==> src/rtl/gs2rgb_tx_pkg.sv <==
// gs2rgb_tx_pkg
//   Shared definitions for the grayscale-to-RGB transmit path: pixel and byte
//   widths, the default pad byte, and the byte-select type that names which
//   byte of the current pixel is on the output (R first, then G, B, PAD).
//   No ports (package).
package gs2rgb_tx_pkg;

    localparam int PIX_W     = 8;   // gray pixel width
    localparam int BYTE_W    = 8;   // output byte width
    localparam int PIX_CNT_W = 16;  // width of the sent-pixel counter

    localparam logic [BYTE_W-1:0] DEFAULT_PAD_BYTE = 8'hFF;

    // Byte order within one transmitted pixel; the encoding doubles as the
    // phase counter value.
    typedef enum logic [1:0] {
        SEL_R   = 2'd0,
        SEL_G   = 2'd1,
        SEL_B   = 2'd2,
        SEL_PAD = 2'd3
    } byte_sel_e;

    // Next byte select after an accepted byte; wraps to R after the last
    // byte of the pixel.
    function automatic byte_sel_e next_sel(input byte_sel_e cur, input byte_sel_e last);
        byte_sel_e nxt;
        nxt = (cur == last) ? SEL_R : byte_sel_e'(cur + 2'd1);
        return nxt;
    endfunction

endpackage

==> src/rtl/gs2rgb_tx_pix_fifo.sv <==
// pix_fifo
//   Small synchronous FIFO holding gray pixels between the strobe-only
//   producer and the byte serializer. Pointers use natural binary wrap, so
//   DEPTH must be a power of two.
// Ports
//   clk    in   rising-edge clock
//   rst    in   asynchronous active-high reset (empties the FIFO)
//   push   in   write din at the tail (ignored when full unless popping)
//   pop    in   drop the head entry (ignored when empty)
//   din    in   WIDTH  data to write
//   dout   out  WIDTH  head entry (meaningful only when !empty)
//   full   out  count == DEPTH
//   empty  out  count == 0
//   count  out  occupancy, $clog2(DEPTH)+1 bits
module pix_fifo
    import gs2rgb_tx_pkg::*;
#(
    parameter  int DEPTH = 4,
    parameter  int WIDTH = PIX_W,
    localparam int AW    = $clog2(DEPTH),
    localparam int CW    = AW + 1
) (
    input  logic             clk,
    input  logic             rst,
    input  logic             push,
    input  logic             pop,
    input  logic [WIDTH-1:0] din,
    output logic [WIDTH-1:0] dout,
    output logic             full,
    output logic             empty,
    output logic [CW-1:0]    count
);

    logic [WIDTH-1:0] mem [DEPTH];
    logic [AW-1:0]    wr_ptr;
    logic [AW-1:0]    rd_ptr;
    logic [CW-1:0]    cnt;
    logic             do_push;
    logic             do_pop;

    assign full  = (cnt == CW'(DEPTH));
    assign empty = (cnt == '0);
    assign count = cnt;
    assign dout  = mem[rd_ptr];

    assign do_pop  = pop && !empty;
    // A pop in the same cycle frees the slot, so a full FIFO still accepts.
    assign do_push = push && (!full || do_pop);

    always_ff @(posedge clk or posedge rst) begin
        if (rst) begin
            wr_ptr <= '0;
            rd_ptr <= '0;
            cnt    <= '0;
        end else begin
            if (do_push) wr_ptr <= wr_ptr + 1'b1;
            if (do_pop)  rd_ptr <= rd_ptr + 1'b1;
            case ({do_push, do_pop})
                2'b10:   cnt <= cnt + 1'b1;
                2'b01:   cnt <= cnt - 1'b1;
                default: cnt <= cnt;
            endcase
        end
    end

    // Storage carries no reset; entries are only read once written.
    always_ff @(posedge clk) begin
        if (do_push) mem[wr_ptr] <= din;
    end

endmodule

==> src/rtl/gs2rgb_tx.sv <==
// gs2rgb_tx
//   Transmit side of the grayscale path. Gray pixels arrive as single-cycle
//   strobes (no backpressure), are buffered in pix_fifo, and each one is
//   re-expanded into R=G=B=gs bytes (plus an optional pad byte) on a
//   valid/ready byte stream.
// Ports
//   clk         in   rising-edge clock
//   rst         in   asynchronous active-high reset
//   gs          in   8   gray pixel
//   gs_valid    in   1   gs valid this cycle (strobe)
//   gs_ready    out  1   FIFO has room (informational, from registered count)
//   byte_out    out  8   output byte (0 while empty / in reset)
//   byte_valid  out  1   byte_out valid
//   byte_ready  in   1   consumer accepts byte
//   overflow    out  1   sticky: a pixel was dropped on a full FIFO
//   pix_sent    out  16  pixels fully transmitted, wrapping
//
// Handshake: a byte transfers on a rising edge where byte_valid && byte_ready.
// byte_valid never drops and byte_out never changes while a byte is offered
// but not accepted; byte_ready while byte_valid=0 has no effect.
module gs2rgb_tx
    import gs2rgb_tx_pkg::*;
#(
    parameter int                FIFO_DEPTH      = 4,
    parameter int                BYTES_PER_PIXEL = 3,
    parameter logic [BYTE_W-1:0] PAD_BYTE        = DEFAULT_PAD_BYTE
) (
    input  logic                 clk,
    input  logic                 rst,
    input  logic [PIX_W-1:0]     gs,
    input  logic                 gs_valid,
    output logic                 gs_ready,
    output logic [BYTE_W-1:0]    byte_out,
    output logic                 byte_valid,
    input  logic                 byte_ready,
    output logic                 overflow,
    output logic [PIX_CNT_W-1:0] pix_sent
);

    localparam int        AW       = $clog2(FIFO_DEPTH);
    localparam int        CW       = AW + 1;
    localparam byte_sel_e LAST_SEL = byte_sel_e'(2'(BYTES_PER_PIXEL - 1));

    if (BYTES_PER_PIXEL != 3 && BYTES_PER_PIXEL != 4) begin : g_bad_bpp
        $error("gs2rgb_tx: BYTES_PER_PIXEL must be 3 or 4");
    end
    if (FIFO_DEPTH < 2 || (1 << AW) != FIFO_DEPTH) begin : g_bad_depth
        $error("gs2rgb_tx: FIFO_DEPTH must be a power of two >= 2");
    end

    logic [PIX_W-1:0] head;
    logic             fifo_full;
    logic             fifo_empty;
    logic [CW-1:0]    fifo_count;
    byte_sel_e        phase;
    logic             byte_acc;
    logic             pix_done;

    assign byte_valid = !fifo_empty;
    assign byte_acc   = byte_valid && byte_ready;
    // Last byte of the head pixel accepted: pop it and count it as sent.
    assign pix_done   = byte_acc && (phase == LAST_SEL);
    assign gs_ready   = (fifo_count < CW'(FIFO_DEPTH));

    // Forced to zero when nothing is buffered so reset shows a clean 0
    // even though FIFO storage itself is not reset.
    assign byte_out = fifo_empty         ? '0 :
                      (phase == SEL_PAD) ? PAD_BYTE :
                                           BYTE_W'(head);

    pix_fifo #(
        .DEPTH (FIFO_DEPTH),
        .WIDTH (PIX_W)
    ) u_fifo (
        .clk   (clk),
        .rst   (rst),
        .push  (gs_valid),
        .pop   (pix_done),
        .din   (gs),
        .dout  (head),
        .full  (fifo_full),
        .empty (fifo_empty),
        .count (fifo_count)
    );

    always_ff @(posedge clk or posedge rst) begin
        if (rst) begin
            phase    <= SEL_R;
            overflow <= 1'b0;
            pix_sent <= '0;
        end else begin
            if (byte_acc) phase <= next_sel(phase, LAST_SEL);
            if (pix_done) pix_sent <= pix_sent + 1'b1;
            // A push on a full FIFO is only lost when no pop frees a slot.
            if (gs_valid && fifo_full && !pix_done) overflow <= 1'b1;
        end
    end

endmodule

==> config.mk <==
export PLATFORM = sky130hd
export DESIGN_NAME = gs2rgb_tx
export DESIGN_NICKNAME = d
export VERILOG_FILES = /design/src/rtl/gs2rgb_tx_pkg.sv /design/src/rtl/gs2rgb_tx_pix_fifo.sv /design/src/rtl/gs2rgb_tx.sv
export SDC_FILE = /design/constraint.sdc
export NUM_CORES = 1
export LEC_CHECK = 0
export CAP_MARGIN = 15
export CORE_MARGIN = 2
export CORE_UTILIZATION = 30
export CTS_CLUSTER_SIZE = 28
export DETAILED_ROUTE_END_ITERATION = 8
export HOLD_SLACK_MARGIN = 0.08
export PLACE_DENSITY_LB_ADDON = 0.25
export SLEW_MARGIN = 20
export SYNTH_ARGS = -nofsm -noshare
export SYNTH_HDL_FRONTEND = slang
export SYNTH_SLANG_ARGS = --single-unit
export TNS_END_PERCENT = 30
==> constraint.sdc <==
create_clock -name clk -period 2 [get_ports clk]
set_clock_uncertainty 0.1 [all_clocks]
set_input_delay 0.4 -clock clk [delete_from_list [all_inputs] [get_ports clk]]
set_output_delay 0.4 -clock clk [all_outputs]
set_load 0.05 [all_outputs]
==> results of run 1 <==
worst min-delay path, delay by kind of cell:
| family | cells | cell delay, ps |
|---|---|---|
| buffers and inverters | 3 | 760 |
how the worst max path moves through the flow:
stage          cells after the start               to
6_report                           5      byte_out[4]
5_1_grt                            5      byte_out[3]
4_1_cts                            5      byte_out[4]
3_5_place_dp                      11  u_fifo.count[2]
3_3_place_gp                      11  u_fifo.count[2]
2_1_floorplan                      4      byte_out[2]
repair_timing:
action / 4_1_cts / 5_1_grt
buffers inserted: 1 / 0
pin swaps: 1 / 0
resized for setup: 21 / 2
endpoints found under the setup margin: 10 / 11
area by class of cell:
cell class	instances	area, µm²
fill	775	4793
clock inverter	7	92.59
clock buffer	9	123.9
inverter	10	37.54
tap	105	131.4
sequential	58	1614
multi-input combinational	99	909.6
timing repair buffer	60	555.5
registers in the layout (all words and copies together), names as in the netlist:
name           count
overflow           1
phase              2
u_fifo.mem        32
u_fifo.rd_ptr      2
u_fifo.count       3
u_fifo.wr_ptr      2
pix_sent          16
metrics by stage:
stage	utilization, %	setup WS [ps]	cells	TNS [ps]
after global routing	41.95	-244.3	348	-1996
after detailed placement	38.41	-455.1	331	-2226
after global placement	38.41	-422.2	331	-1579
after CTS	41.91	-194.7	348	-1419
after floorplan	-	-62.55	171	-431.0
final	41.95	-157.6	348	-1065
logic make-up (layout without fill, tap and decap cells):
kind of cell / Yosys count / after routing / synth area share, %
buffers and inverters: 14 / 86 / 2.200
adders and majority gates: 7 / 7 / 3.716
xor gates and xnor gates: 21 / 21 / 7.188
DFF: 58 / 58 / 62.98
muxes: 11 / 11 / 8.313
and+or+nand+nor: 57 / 57 / 14.72
AOI/OAI and AO/OA: 3 / 3 / 0.8801
routing by layer:
| metal | track usage (%) | up-vias |
|---|---|---|
| met2 | 18.52 | 23 |
| met5 | 0 | - |
| li1 | - | 752 |
| met3 | 3.054 | 4 |
| met1 | 14.07 | 750 |
| met4 | 6.338 | 0 |
cell usage in the layout, fill, tap and decap left out, types with 2 or more instances in the layout:
cell and instances:
sky130_fd_sc_hd__buf_6 11, sky130_fd_sc_hd__nor2_1 12, sky130_fd_sc_hd__nor3_1 2, sky130_fd_sc_hd__ha_1 6, sky130_fd_sc_hd__mux2_2 2, sky130_fd_sc_hd__and3_1 5, sky130_fd_sc_hd__nand3_1 6, sky130_fd_sc_hd__clkinvlp_4 2
sky130_fd_sc_hd__nor3_2 2, sky130_fd_sc_hd__buf_4 35, sky130_fd_sc_hd__clkdlybuf4s50_1 10, sky130_fd_sc_hd__nand4_1 4, sky130_fd_sc_hd__xnor2_1 13, sky130_fd_sc_hd__nor2_2 8, sky130_fd_sc_hd__nand2_1 8, sky130_fd_sc_hd__dfrtp_1 24
sky130_fd_sc_hd__bufinv_16 2, sky130_fd_sc_hd__edfxtp_1 32, sky130_fd_sc_hd__nor4_4 2, sky130_fd_sc_hd__buf_12 3, sky130_fd_sc_hd__xor2_1 8, sky130_fd_sc_hd__dfrtp_2 2, sky130_fd_sc_hd__inv_1 10, sky130_fd_sc_hd__mux4_2 8
sky130_fd_sc_hd__clkbuf_8 9
where the power goes:
group | switching (mW) | leakage (nW) | internal (mW)
Clock | 0.462 | 0.103 | 0.698
Sequential | 0.217 | 0.621 | 1.56
Combinational | 1.41 | 0.720 | 1.06
==> flow_results.xml, run 1 <==
<?xml version="1.0" encoding="UTF-8"?>
<metrics>
  <group name="cts">
    <metric name="cts.sink_count" unit="">58</metric>
    <metric name="h-tree-depth" unit="">3</metric>
    <metric name="clk_pin_slew" unit="ps">70</metric>
    <metric name="postCtsHoldBufs" unit="">0</metric>
    <metric name="cts_buffer_depth" unit="">2</metric>
    <metric name="worst_skew_pair.late_latency" unit="ps">320</metric>
    <metric name="tritoncts_clock_tree" unit="">yes</metric>
    <metric name="clock-root-buffer" unit="">sky130_fd_sc_hd__clkbuf_8</metric>
    <metric name="cts_made_buffers" unit="">9</metric>
  </group>
  <group name="timing">
    <metric name="final_min_period_over_clock_period" unit="%">107.9</metric>
    <metric name="slew_violations" unit="">0</metric>
    <metric name="hold_viol_final" unit="">0</metric>
    <metric name="fin_ws" unit="ps">-157.6</metric>
    <metric name="max_slew_margin" unit="%">72.03</metric>
    <metric name="grt_setup_unrepaired" unit="">true</metric>
    <metric name="timing.final.crit_period" unit="ps">2158</metric>
    <metric name="hold-worst-slack" unit="ps">337.6</metric>
    <metric name="timing_worst_slew_pin_value" unit="ps">419.6</metric>
    <metric name="fmaxAchievable" unit="MHz">463.5</metric>
    <metric name="timing.final.setup_violations" unit="">8</metric>
  </group>
  <group name="power_and_ir_drop">
    <metric name="ir_worst_vdd" unit="µV">931.0</metric>
    <metric name="total_power" unit="mW">5.396</metric>
    <metric name="power.density" unit="nW/µm²">1558</metric>
    <metric name="cellLeakagePower" unit="nW">1.444</metric>
  </group>
  <group name="final_layout">
    <metric name="design.final.nets" unit="">257</metric>
    <metric name="num_antenna_cells" unit="">0</metric>
    <metric name="area_delta_synth_final" unit="%">35.40</metric>
    <metric name="layout-drive-gt1-share" unit="%">38.68</metric>
    <metric name="final_design_area_no_fill" unit="µm²">3465</metric>
  </group>
  <group name="yosys">
    <metric name="synth-edff-count" unit="">32</metric>
    <metric name="synthesis.yosys.warnings" unit="">0</metric>
    <metric name="post_synth_instance_area" unit="µm²">2559</metric>
    <metric name="postSynthAreaPerCell" unit="µm²">14.96</metric>
    <metric name="ys_seq_elements" unit="">58</metric>
    <metric name="synth_top_cell_by_area" unit="">sky130_fd_sc_hd__edfxtp_1</metric>
    <metric name="postSynth.topFlopCell" unit="">sky130_fd_sc_hd__edfxtp_1</metric>
    <metric name="yosys-top-cells-area" unit="">sky130_fd_sc_hd__edfxtp_1 38%, sky130_fd_sc_hd__dfrtp_1 25%, sky130_fd_sc_hd__mux4_2 7.0%</metric>
    <metric name="synthDominantCellAreaShare" unit="%">37.56</metric>
    <metric name="proportion_of_synthesized_flip_flops_having_asynchronous_set_or_reset" unit="%">44.83</metric>
    <metric name="yosys.cell_count.top_type" unit="">sky130_fd_sc_hd__edfxtp_1</metric>
    <metric name="post_synth_num_cell_types" unit="">32</metric>
    <metric name="syn_nets" unit="">190</metric>
    <metric name="number_of_instances_in_the_synthesized_netlist" unit="">171</metric>
    <metric name="commonest_cells_post_synth" unit="">32 x sky130_fd_sc_hd__edfxtp_1, 26 x sky130_fd_sc_hd__dfrtp_1, 19 x sky130_fd_sc_hd__nor2_1</metric>
    <metric name="synth_seq_area_share" unit="%">62.98</metric>
  </group>
  <group name="detailed_routing">
    <metric name="detailedRoute.firstIterationViolations" unit="">71</metric>
    <metric name="number_of_vias_after_detailed_routing" unit="">1529</metric>
    <metric name="highest_layer" unit="">met4</metric>
    <metric name="route.final.wire_length" unit="µm">4653</metric>
    <metric name="drt-met1-wl" unit="µm">2152</metric>
    <metric name="detail_route.first_pass.iterations" unit="">4</metric>
    <metric name="met2RoutedLength" unit="µm">2296</metric>
    <metric name="route.detailed.vias_per_inst" unit="">4.394</metric>
    <metric name="routedWlPerCell" unit="µm">13.37</metric>
    <metric name="route.antenna.remaining_nets" unit="">0</metric>
    <metric name="detailroute.wirelength.met3" unit="µm">123</metric>
    <metric name="drc" unit="">0</metric>
  </group>
  <group name="critical_path">
    <metric name="cp.required" unit="ps">1500</metric>
    <metric name="critical-path-top-cell-by-count" unit="">sky130_fd_sc_hd__buf_6</metric>
    <metric name="critical_path.reg2reg.startpoint" unit="">u_fifo.count[1]</metric>
    <metric name="cell_depth_of_the_worst_flop_to_flop_path" unit="">10</metric>
    <metric name="worstSetupStartpoint" unit="">u_fifo.rd_ptr[0]</metric>
    <metric name="type_of_element_launching_the_critical_path" unit="">flop</metric>
    <metric name="kind_of_cell_adding_the_most_delay_to_the_critical_path" unit="">multiplexers</metric>
    <metric name="setup.reg_to_reg.worst_slack" unit="ps">0</metric>
    <metric name="crit_path_end_kind" unit="">primary output</metric>
    <metric name="critical_path.cell_chain" unit="">buf_6 &gt; mux4_2 &gt; nor2_2 &gt; nor2_1 &gt; buf_6</metric>
    <metric name="timing.critical_path.slowest_cell_delay" unit="ps">500</metric>
    <metric name="crit_slowest_cell" unit="">sky130_fd_sc_hd__mux4_2</metric>
    <metric name="critical_path.max_fanout" unit="">5</metric>
    <metric name="critPathBufInv" unit="">2</metric>
    <metric name="worstPathArrival" unit="ps">1660</metric>
    <metric name="criticalPathCategory" unit="">reg2out</metric>
    <metric name="rr_endpoint" unit="">u_fifo.count[2]</metric>
  </group>
  <group name="die">
    <metric name="floorplan.initialDensity" unit="%">30.98</metric>
    <metric name="coreArea" unit="µm²">8258</metric>
    <metric name="ios" unit="">39</metric>
    <metric name="design.die.area" unit="µm²">9283</metric>
    <metric name="die_height" unit="µm">96.35</metric>
    <metric name="die_width" unit="µm">96.35</metric>
    <metric name="num_rows" unit="">33</metric>
  </group>
  <group name="grt">
    <metric name="antenna_found_initial" unit="">0</metric>
    <metric name="wire_length_of_the_first_global_routing_pass" unit="µm">7700</metric>
    <metric name="grt_overflow_total" unit="">0</metric>
    <metric name="grt_pass1_vias" unit="">1527</metric>
    <metric name="globalRouteTotalUtil" unit="%">11.51</metric>
    <metric name="grt_max_degree" unit="">27</metric>
  </group>
  <group name="run_status">
    <metric name="failing_checks" unit="">setup timing</metric>
    <metric name="run_status" unit="">finished with violations</metric>
  </group>
  <group name="min_path">
    <metric name="min-delay-path-class" unit="">in2async</metric>
  </group>
  <group name="placed_design">
    <metric name="finalWeightedCongestion" unit="">0.7195</metric>
    <metric name="dp.final_hpwl" unit="µm">3323</metric>
    <metric name="placement.cell_area" unit="µm²">3172</metric>
    <metric name="number_of_i_o_port_buffers" unit="">38</metric>
  </group>
  <group name="flow_run">
    <metric name="max-cap-violations" unit="">0</metric>
  </group>
</metrics>
Power figures use the tool's default switching activity.
==> run 2, diff against run 1 <==
--- a/config.mk
+++ b/config.mk
@@ -6,6 +6,8 @@
 export NUM_CORES = 1
 export LEC_CHECK = 0
 export CAP_MARGIN = 15
+export CELL_PAD_IN_SITES_DETAIL_PLACEMENT = 1
+export CELL_PAD_IN_SITES_GLOBAL_PLACEMENT = 2
 export CORE_MARGIN = 2
 export CORE_UTILIZATION = 30
 export CTS_CLUSTER_SIZE = 28
==> run 2 against run 1 <==
Against the previous run: the flow still finishes with violations (setup timing); fmax fell by 2.3%; final cell count is 0.29% higher; die area is the same; routed wire length grew 8.8%; sequential share of layout area grew 0.11 points; critical path depth unchanged; register-to-register slack worse by 20 ps; first-iteration DRC count down 49%.
==> flow_results.xml, run 2 (synthesis gave the netlist of run 1 again) <==
<?xml version="1.0" encoding="UTF-8"?>
<metrics>
  <group name="critical_path">
    <metric name="criticalPathCategory" unit="">reg2out</metric>
    <metric name="critical_path.cell_chain" unit="">buf_6 &gt; mux4_2 &gt; nor2_1 &gt; nor2_1 &gt; buf_6</metric>
    <metric name="cell_depth_of_the_worst_flop_to_flop_path" unit="">10</metric>
    <metric name="critPathBufInv" unit="">2</metric>
    <metric name="kind_of_cell_adding_the_most_delay_to_the_critical_path" unit="">multiplexers</metric>
    <metric name="critical_path.max_fanout" unit="">4</metric>
    <metric name="worstPathArrival" unit="ps">1710</metric>
    <metric name="crit_slowest_cell" unit="">sky130_fd_sc_hd__mux4_2</metric>
    <metric name="crit_path_end_kind" unit="">primary output</metric>
    <metric name="timing.critical_path.slowest_cell_delay" unit="ps">500</metric>
    <metric name="cp.required" unit="ps">1500</metric>
    <metric name="type_of_element_launching_the_critical_path" unit="">flop</metric>
    <metric name="cp.depth" unit="">5</metric>
  </group>
  <group name="power_and_ir_drop">
    <metric name="cellLeakagePower" unit="nW">1.436</metric>
    <metric name="power.density" unit="nW/µm²">1541</metric>
    <metric name="clock_power_share" unit="%">19.6</metric>
    <metric name="cell_internal_pwr" unit="mW">3.201</metric>
    <metric name="power.switching_fraction" unit="%">39.82</metric>
    <metric name="share_seq_of_total_power" unit="%">33.3</metric>
    <metric name="p_comb_share" unit="%">47.0</metric>
    <metric name="ir_worst_vdd" unit="µV">484.6</metric>
    <metric name="total_switching_power" unit="mW">2.118</metric>
  </group>
  <group name="timing">
    <metric name="grt_setup_unrepaired" unit="">true</metric>
    <metric name="fmaxAchievable" unit="MHz">452.9</metric>
    <metric name="final_min_period_over_clock_period" unit="%">110.4</metric>
    <metric name="timing_worst_slew_pin_value" unit="ps">421.7</metric>
    <metric name="max_slew_margin" unit="%">71.89</metric>
    <metric name="timing.final.setup_violations" unit="">10</metric>
    <metric name="timing.final.crit_period" unit="ps">2208</metric>
    <metric name="slew_violations" unit="">0</metric>
    <metric name="fin_ws" unit="ps">-208.2</metric>
    <metric name="hold_viol_final" unit="">0</metric>
  </group>
  <group name="grt">
    <metric name="wire_length_of_the_first_global_routing_pass" unit="µm">8266</metric>
    <metric name="grt_max_degree" unit="">27</metric>
    <metric name="globalRouteTotalUtil" unit="%">12.28</metric>
    <metric name="antenna_found_initial" unit="">0</metric>
    <metric name="grt_pass1_vias" unit="">1651</metric>
    <metric name="grt_overflow_total" unit="">0</metric>
  </group>
  <group name="detailed_routing">
    <metric name="drc" unit="">0</metric>
    <metric name="detailedRoute.firstIterationViolations" unit="">36</metric>
    <metric name="number_of_vias_after_detailed_routing" unit="">1523</metric>
    <metric name="routedWlPerCell" unit="µm">14.50</metric>
    <metric name="highest_layer" unit="">met4</metric>
    <metric name="detailroute.wirelength.met3" unit="µm">165</metric>
    <metric name="met2RoutedLength" unit="µm">2461</metric>
    <metric name="route.antenna.remaining_nets" unit="">0</metric>
    <metric name="detail_route.first_pass.iterations" unit="">4</metric>
    <metric name="route.final.wire_length" unit="µm">5061</metric>
    <metric name="drt-met1-wl" unit="µm">2340</metric>
    <metric name="route.detailed.vias_per_inst" unit="">4.364</metric>
  </group>
  <group name="cts">
    <metric name="cts_buffer_depth" unit="">2</metric>
    <metric name="tritoncts_clock_tree" unit="">yes</metric>
    <metric name="clock-root-buffer" unit="">sky130_fd_sc_hd__clkbuf_8</metric>
    <metric name="postCtsHoldBufs" unit="">0</metric>
    <metric name="cts.sink_count" unit="">58</metric>
    <metric name="cts_made_buffers" unit="">9</metric>
    <metric name="h-tree-depth" unit="">3</metric>
    <metric name="clk_pin_slew" unit="ps">70</metric>
    <metric name="worst_skew_pair.late_latency" unit="ps">340</metric>
  </group>
  <group name="die">
    <metric name="die_height" unit="µm">96.35</metric>
    <metric name="floorplan.initialDensity" unit="%">30.98</metric>
    <metric name="ios" unit="">39</metric>
    <metric name="coreArea" unit="µm²">8258</metric>
    <metric name="num_rows" unit="">33</metric>
    <metric name="die_width" unit="µm">96.35</metric>
    <metric name="design.die.area" unit="µm²">9283</metric>
  </group>
  <group name="min_path">
    <metric name="min-delay-path-class" unit="">in2async</metric>
  </group>
  <group name="run_status">
    <metric name="run_status" unit="">finished with violations</metric>
    <metric name="failing_checks" unit="">setup timing</metric>
  </group>
  <group name="placed_design">
    <metric name="finalWeightedCongestion" unit="">0.6779</metric>
    <metric name="place_worst_setup_slack" unit="ps">-481.8</metric>
    <metric name="placement.cell_area" unit="µm²">3184</metric>
    <metric name="dp_cells" unit="">331</metric>
    <metric name="number_of_i_o_port_buffers" unit="">38</metric>
    <metric name="dp.final_hpwl" unit="µm">3626</metric>
  </group>
  <group name="final_layout">
    <metric name="area_delta_synth_final" unit="%">34.87</metric>
    <metric name="instances_no_fill" unit="">349</metric>
    <metric name="num_antenna_cells" unit="">0</metric>
    <metric name="layout.cells.most_common_list" unit="">35 x sky130_fd_sc_hd__buf_4, 32 x sky130_fd_sc_hd__edfxtp_1, 26 x sky130_fd_sc_hd__dfrtp_1</metric>
    <metric name="largest_reg_flops" unit="">32</metric>
    <metric name="registers.top_by_ff_count" unit="">u_fifo.mem</metric>
    <metric name="design.final.nets" unit="">258</metric>
    <metric name="layout_commonest_cell" unit="">sky130_fd_sc_hd__buf_4</metric>
    <metric name="layout-drive-gt1-share" unit="%">37.30</metric>
    <metric name="final_design_area_no_fill" unit="µm²">3451</metric>
  </group>
  <group name="flow_run">
    <metric name="max-cap-violations" unit="">0</metric>
  </group>
</metrics>
[run 2: changes by cell type in the layout (fill, tap and decap cells not counted)]
| cell | change |
|---|---|
| sky130_fd_sc_hd__and2_1 | +1 |
| sky130_fd_sc_hd__and2_2 | -1 |
| sky130_fd_sc_hd__buf_8 | +1 |
| sky130_fd_sc_hd__bufinv_16 | -1 |
| sky130_fd_sc_hd__clkinv_4 | +1 |
| sky130_fd_sc_hd__clkinvlp_4 | +1 |
| sky130_fd_sc_hd__dfrtp_1 | +2 |
| sky130_fd_sc_hd__dfrtp_2 | -2 |
| sky130_fd_sc_hd__inv_6 | -1 |
| sky130_fd_sc_hd__nor2_1 | +1 |
| sky130_fd_sc_hd__nor2_2 | -1 |
[run 2: layout make-up]
type | count | area, µm²
multi-input combinational | 99 | 905.9
inverter | 10 | 37.54
clock buffer | 9 | 123.9
tap | 105 | 131.4
timing repair buffer | 61 | 570.5
clock inverter | 7 | 70.07
fill | 864 | 4807
sequential | 58 | 1612
[run 2: routing by layer]
| metal | vias up | track usage [%] |
|---|---|---|
| li1 | 745 | - |
| met3 | 8 | 3.524 |
| met5 | - | 0 |
| met1 | 749 | 15.95 |
| met4 | 0 | 5.634 |
| met2 | 21 | 19.04 |
[run 2: repair_timing]
action,CTS,global route
pin swaps,2,2
setup buffers,2,0
endpoints found under the setup margin,10,10
cloned,0,0
resized for setup,16,2
[run 2: through the flow]
step / TNS, ps / utilization, % / hold WS, ps / power, mW
2_1_floorplan: -431.0 / - / 340.0 / 3.322
3_3_place_gp: -2545 / 38.56 / 364.8 / 4.118
3_5_place_dp: -2913 / 38.56 / 368.3 / 4.146
4_1_cts: -1818 / 41.73 / 334.0 / 5.398
5_1_grt: -2646 / 41.79 / 364.5 / 5.641
6_report: -1615 / 41.79 / 326.8 / 5.318
[run 2: path summary, 6_finish.rpt]
path,startpoint,end,slack (ps)
max,u_fifo.rd_ptr[0],byte_out[4],-210
min,rst,pix_sent[9],330
max reg2reg,phase[0],u_fifo.count[2],-20
min reg2reg,pix_sent[15],pix_sent[15],370
max in group asynchronous,rst,u_fifo.rd_ptr[1],1200
min in group clk,pix_sent[15],pix_sent[15],370
[run 2: tightest hold or removal path: stages]
cell	delay, ps
sky130_fd_sc_hd__clkdlybuf4s50_1	400
sky130_fd_sc_hd__inv_1	50
sky130_fd_sc_hd__buf_4	320
[run 2: power groups by stage]
stage	logic, mW	registers, mW	clock network (mW)
floorplan	1.42	1.90	0
global placement	2.33	1.79	0
detailed placement	2.35	1.79	0
CTS	2.54	1.77	1.08
global route	2.70	1.81	1.13
finish	2.50	1.77	1.04
==> run 3, diff against run 2 <==
--- a/config.mk
+++ b/config.mk
@@ -5,10 +5,10 @@
 export SDC_FILE = /design/constraint.sdc
 export NUM_CORES = 1
 export LEC_CHECK = 0
-export CAP_MARGIN = 15
+export CAP_MARGIN = 40
 export CELL_PAD_IN_SITES_DETAIL_PLACEMENT = 1
 export CELL_PAD_IN_SITES_GLOBAL_PLACEMENT = 2
-export CORE_MARGIN = 2
+export CORE_MARGIN = 4
 export CORE_UTILIZATION = 30
 export CTS_CLUSTER_SIZE = 28
 export DETAILED_ROUTE_END_ITERATION = 8
==> run 3 against run 2 <==
Against the previous run: the flow still finishes with violations (setup timing); routed wire length grew 2.0%; count of clock-buffer cells in the layout is the same; combinational power grew 2%; via count grew 0.79%; power grew 0.63%; first-iteration DRC count grew 83%; worst setup slack gained 23 ps; largest cell class unchanged.
==> flow_results.xml, run 3 (synthesis gave the netlist of run 1 again) <==
<?xml version="1.0" encoding="UTF-8"?>
<metrics>
  <group name="timing">
    <metric name="final_min_period_over_clock_period" unit="%">109.2</metric>
    <metric name="grt_setup_unrepaired" unit="">true</metric>
    <metric name="max_slew_margin" unit="%">71.13</metric>
    <metric name="timing_worst_slew_pin_value" unit="ps">433.1</metric>
    <metric name="timing.final.crit_period" unit="ps">2185</metric>
    <metric name="slew_violations" unit="">0</metric>
    <metric name="timing.final.setup_violations" unit="">10</metric>
    <metric name="hold_viol_final" unit="">0</metric>
    <metric name="fmaxAchievable" unit="MHz">457.7</metric>
    <metric name="fin_ws" unit="ps">-184.9</metric>
  </group>
  <group name="die">
    <metric name="num_rows" unit="">33</metric>
    <metric name="design.die.area" unit="µm²">10070</metric>
    <metric name="ios" unit="">39</metric>
    <metric name="die_height" unit="µm">100.4</metric>
    <metric name="coreArea" unit="µm²">8258</metric>
    <metric name="die_width" unit="µm">100.4</metric>
    <metric name="floorplan.initialDensity" unit="%">30.98</metric>
  </group>
  <group name="critical_path">
    <metric name="crit_slowest_cell" unit="">sky130_fd_sc_hd__mux4_2</metric>
    <metric name="critical_path.cell_chain" unit="">buf_12 &gt; mux4_2 &gt; nor2_2 &gt; nor2_1 &gt; buf_6</metric>
    <metric name="cell_depth_of_the_worst_flop_to_flop_path" unit="">10</metric>
    <metric name="crit_path_end_kind" unit="">primary output</metric>
    <metric name="criticalPathCategory" unit="">reg2out</metric>
    <metric name="type_of_element_launching_the_critical_path" unit="">flop</metric>
    <metric name="kind_of_cell_adding_the_most_delay_to_the_critical_path" unit="">multiplexers</metric>
    <metric name="timing.critical_path.slowest_cell_delay" unit="ps">500</metric>
    <metric name="cp.depth" unit="">5</metric>
    <metric name="worstPathArrival" unit="ps">1680</metric>
    <metric name="critical_path.max_fanout" unit="">8</metric>
    <metric name="cp.required" unit="ps">1500</metric>
    <metric name="critPathBufInv" unit="">2</metric>
  </group>
  <group name="power_and_ir_drop">
    <metric name="ir_worst_vdd" unit="µV">573.1</metric>
    <metric name="total_switching_power" unit="mW">2.132</metric>
    <metric name="power.density" unit="nW/µm²">1544</metric>
    <metric name="share_seq_of_total_power" unit="%">32.9</metric>
    <metric name="cell_internal_pwr" unit="mW">3.219</metric>
    <metric name="power.switching_fraction" unit="%">39.84</metric>
    <metric name="clock_power_share" unit="%">19.5</metric>
    <metric name="p_comb_share" unit="%">47.6</metric>
    <metric name="cellLeakagePower" unit="nW">1.437</metric>
    <metric name="total_power" unit="mW">5.352</metric>
  </group>
  <group name="final_layout">
    <metric name="layout-drive-gt1-share" unit="%">37.86</metric>
    <metric name="largest_reg_flops" unit="">32</metric>
    <metric name="nFillCells" unit="">870</metric>
    <metric name="area_delta_synth_final" unit="%">35.45</metric>
    <metric name="layout_commonest_cell" unit="">sky130_fd_sc_hd__buf_4</metric>
    <metric name="layout.cells.most_common_list" unit="">35 x sky130_fd_sc_hd__buf_4, 32 x sky130_fd_sc_hd__edfxtp_1, 26 x sky130_fd_sc_hd__dfrtp_1</metric>
    <metric name="design.final.nets" unit="">257</metric>
    <metric name="num_antenna_cells" unit="">0</metric>
    <metric name="registers.top_by_ff_count" unit="">u_fifo.mem</metric>
  </group>
  <group name="detailed_routing">
    <metric name="routedWlPerCell" unit="µm">14.84</metric>
    <metric name="route.antenna.remaining_nets" unit="">0</metric>
    <metric name="route.final.wire_length" unit="µm">5164</metric>
    <metric name="detailedRoute.firstIterationViolations" unit="">66</metric>
    <metric name="route.detailed.vias_per_inst" unit="">4.411</metric>
    <metric name="drc" unit="">0</metric>
    <metric name="detail_route.first_pass.iterations" unit="">3</metric>
    <metric name="number_of_vias_after_detailed_routing" unit="">1535</metric>
  </group>
  <group name="cts">
    <metric name="h-tree-depth" unit="">3</metric>
    <metric name="clk_pin_slew" unit="ps">70</metric>
    <metric name="clock-root-buffer" unit="">sky130_fd_sc_hd__clkbuf_8</metric>
    <metric name="tritoncts_clock_tree" unit="">yes</metric>
    <metric name="cts.sink_count" unit="">58</metric>
    <metric name="cts_buffer_depth" unit="">2</metric>
    <metric name="cts_made_buffers" unit="">9</metric>
    <metric name="post-cts-setup-buffers" unit="">0</metric>
    <metric name="postCtsHoldBufs" unit="">0</metric>
    <metric name="worst_skew_pair.late_latency" unit="ps">330</metric>
  </group>
  <group name="grt">
    <metric name="wire_length_of_the_first_global_routing_pass" unit="µm">8714</metric>
    <metric name="grt_overflow_total" unit="">0</metric>
    <metric name="globalRouteTotalUtil" unit="%">11.60</metric>
    <metric name="antenna_found_initial" unit="">0</metric>
    <metric name="grt_pass1_vias" unit="">1672</metric>
    <metric name="grt_max_degree" unit="">27</metric>
  </group>
  <group name="run_status">
    <metric name="run_status" unit="">finished with violations</metric>
    <metric name="failing_checks" unit="">setup timing</metric>
  </group>
  <group name="flow_run">
    <metric name="max-cap-violations" unit="">0</metric>
  </group>
  <group name="min_path">
    <metric name="min-delay-path-class" unit="">in2async</metric>
  </group>
  <group name="placed_design">
    <metric name="place_worst_setup_slack" unit="ps">-513.3</metric>
    <metric name="number_of_i_o_port_buffers" unit="">38</metric>
    <metric name="dp.final_hpwl" unit="µm">3808</metric>
    <metric name="finalWeightedCongestion" unit="">0.7276</metric>
  </group>
</metrics>
run 3: what timing repair did:
action | in CTS | in global routing
gates resized for setup | 16 | 2
pin swaps | 1 | 0
setup endpoints to repair | 10 | 10
run 3: path summary, 6_finish.rpt:
kind | startpoint | endpoint | slack, ps
worst min register to register | overflow | overflow | 380
worst max-delay path | u_fifo.rd_ptr[0] | byte_out[3] | -180
min in group clk | overflow | overflow | 380
worst min-delay path | rst | pix_sent[14] | 320
max in group asynchronous | rst | phase[1] | 1210
worst max register to register | u_fifo.count[0] | u_fifo.count[2] | -50
run 3: metrics by stage:
stage / TNS, ps / cells / instance area, µm² / utilization [%] / hold slack (ps)
final: -1455 / 348 / 3466 / 41.97 / 324.6
after global routing: -2342 / 348 / 3466 / 41.97 / 369.3
after CTS: -1813 / 348 / 3462 / 41.92 / 329.8
after detailed placement: -3510 / 332 / 3217 / 38.95 / 364.9
after global placement: -2368 / 332 / 3217 / 38.95 / 362.3
after floorplan: -431.0 / 171 / 2564 / - / 340.0
run 3: final cells by class:
cell class                 count  area, µm²  share of cell area (%)
sequential                    58       1612                   46.50
multi-input combinational     99      909.6                   26.25
timing repair buffer          60      581.8                   16.79
tap                          105      131.4                   3.791
clock buffer                   9      123.9                   3.574
clock inverter                 7      70.07                   2.022
inverter                      10      37.54                   1.083
run 3: power by group through the flow:
| stage | clock (mW) | sequential (mW) | combinational [mW] |
|---|---|---|---|
| 3_3_place_gp | 0 | 1.79 | 2.40 |
| 5_1_grt | 1.15 | 1.80 | 2.73 |
| 4_1_cts | 1.08 | 1.77 | 2.60 |
| 3_5_place_dp | 0 | 1.79 | 2.44 |
| 6_report | 1.04 | 1.76 | 2.55 |
| 2_1_floorplan | 0 | 1.90 | 1.42 |
run 3: layer usage:
layer	vias to the layer above	routed length, µm	track usage, %
met1	753	2275	14.50
met5	-	0	0
met3	9	169	2.849
li1	752	-	-
met2	21	2596	18.35
met4	0	122	6.528
run 3: worst min-delay path, delay by kind of cell:
family | cells | cell delay, ps
buf+inv | 3 | 750
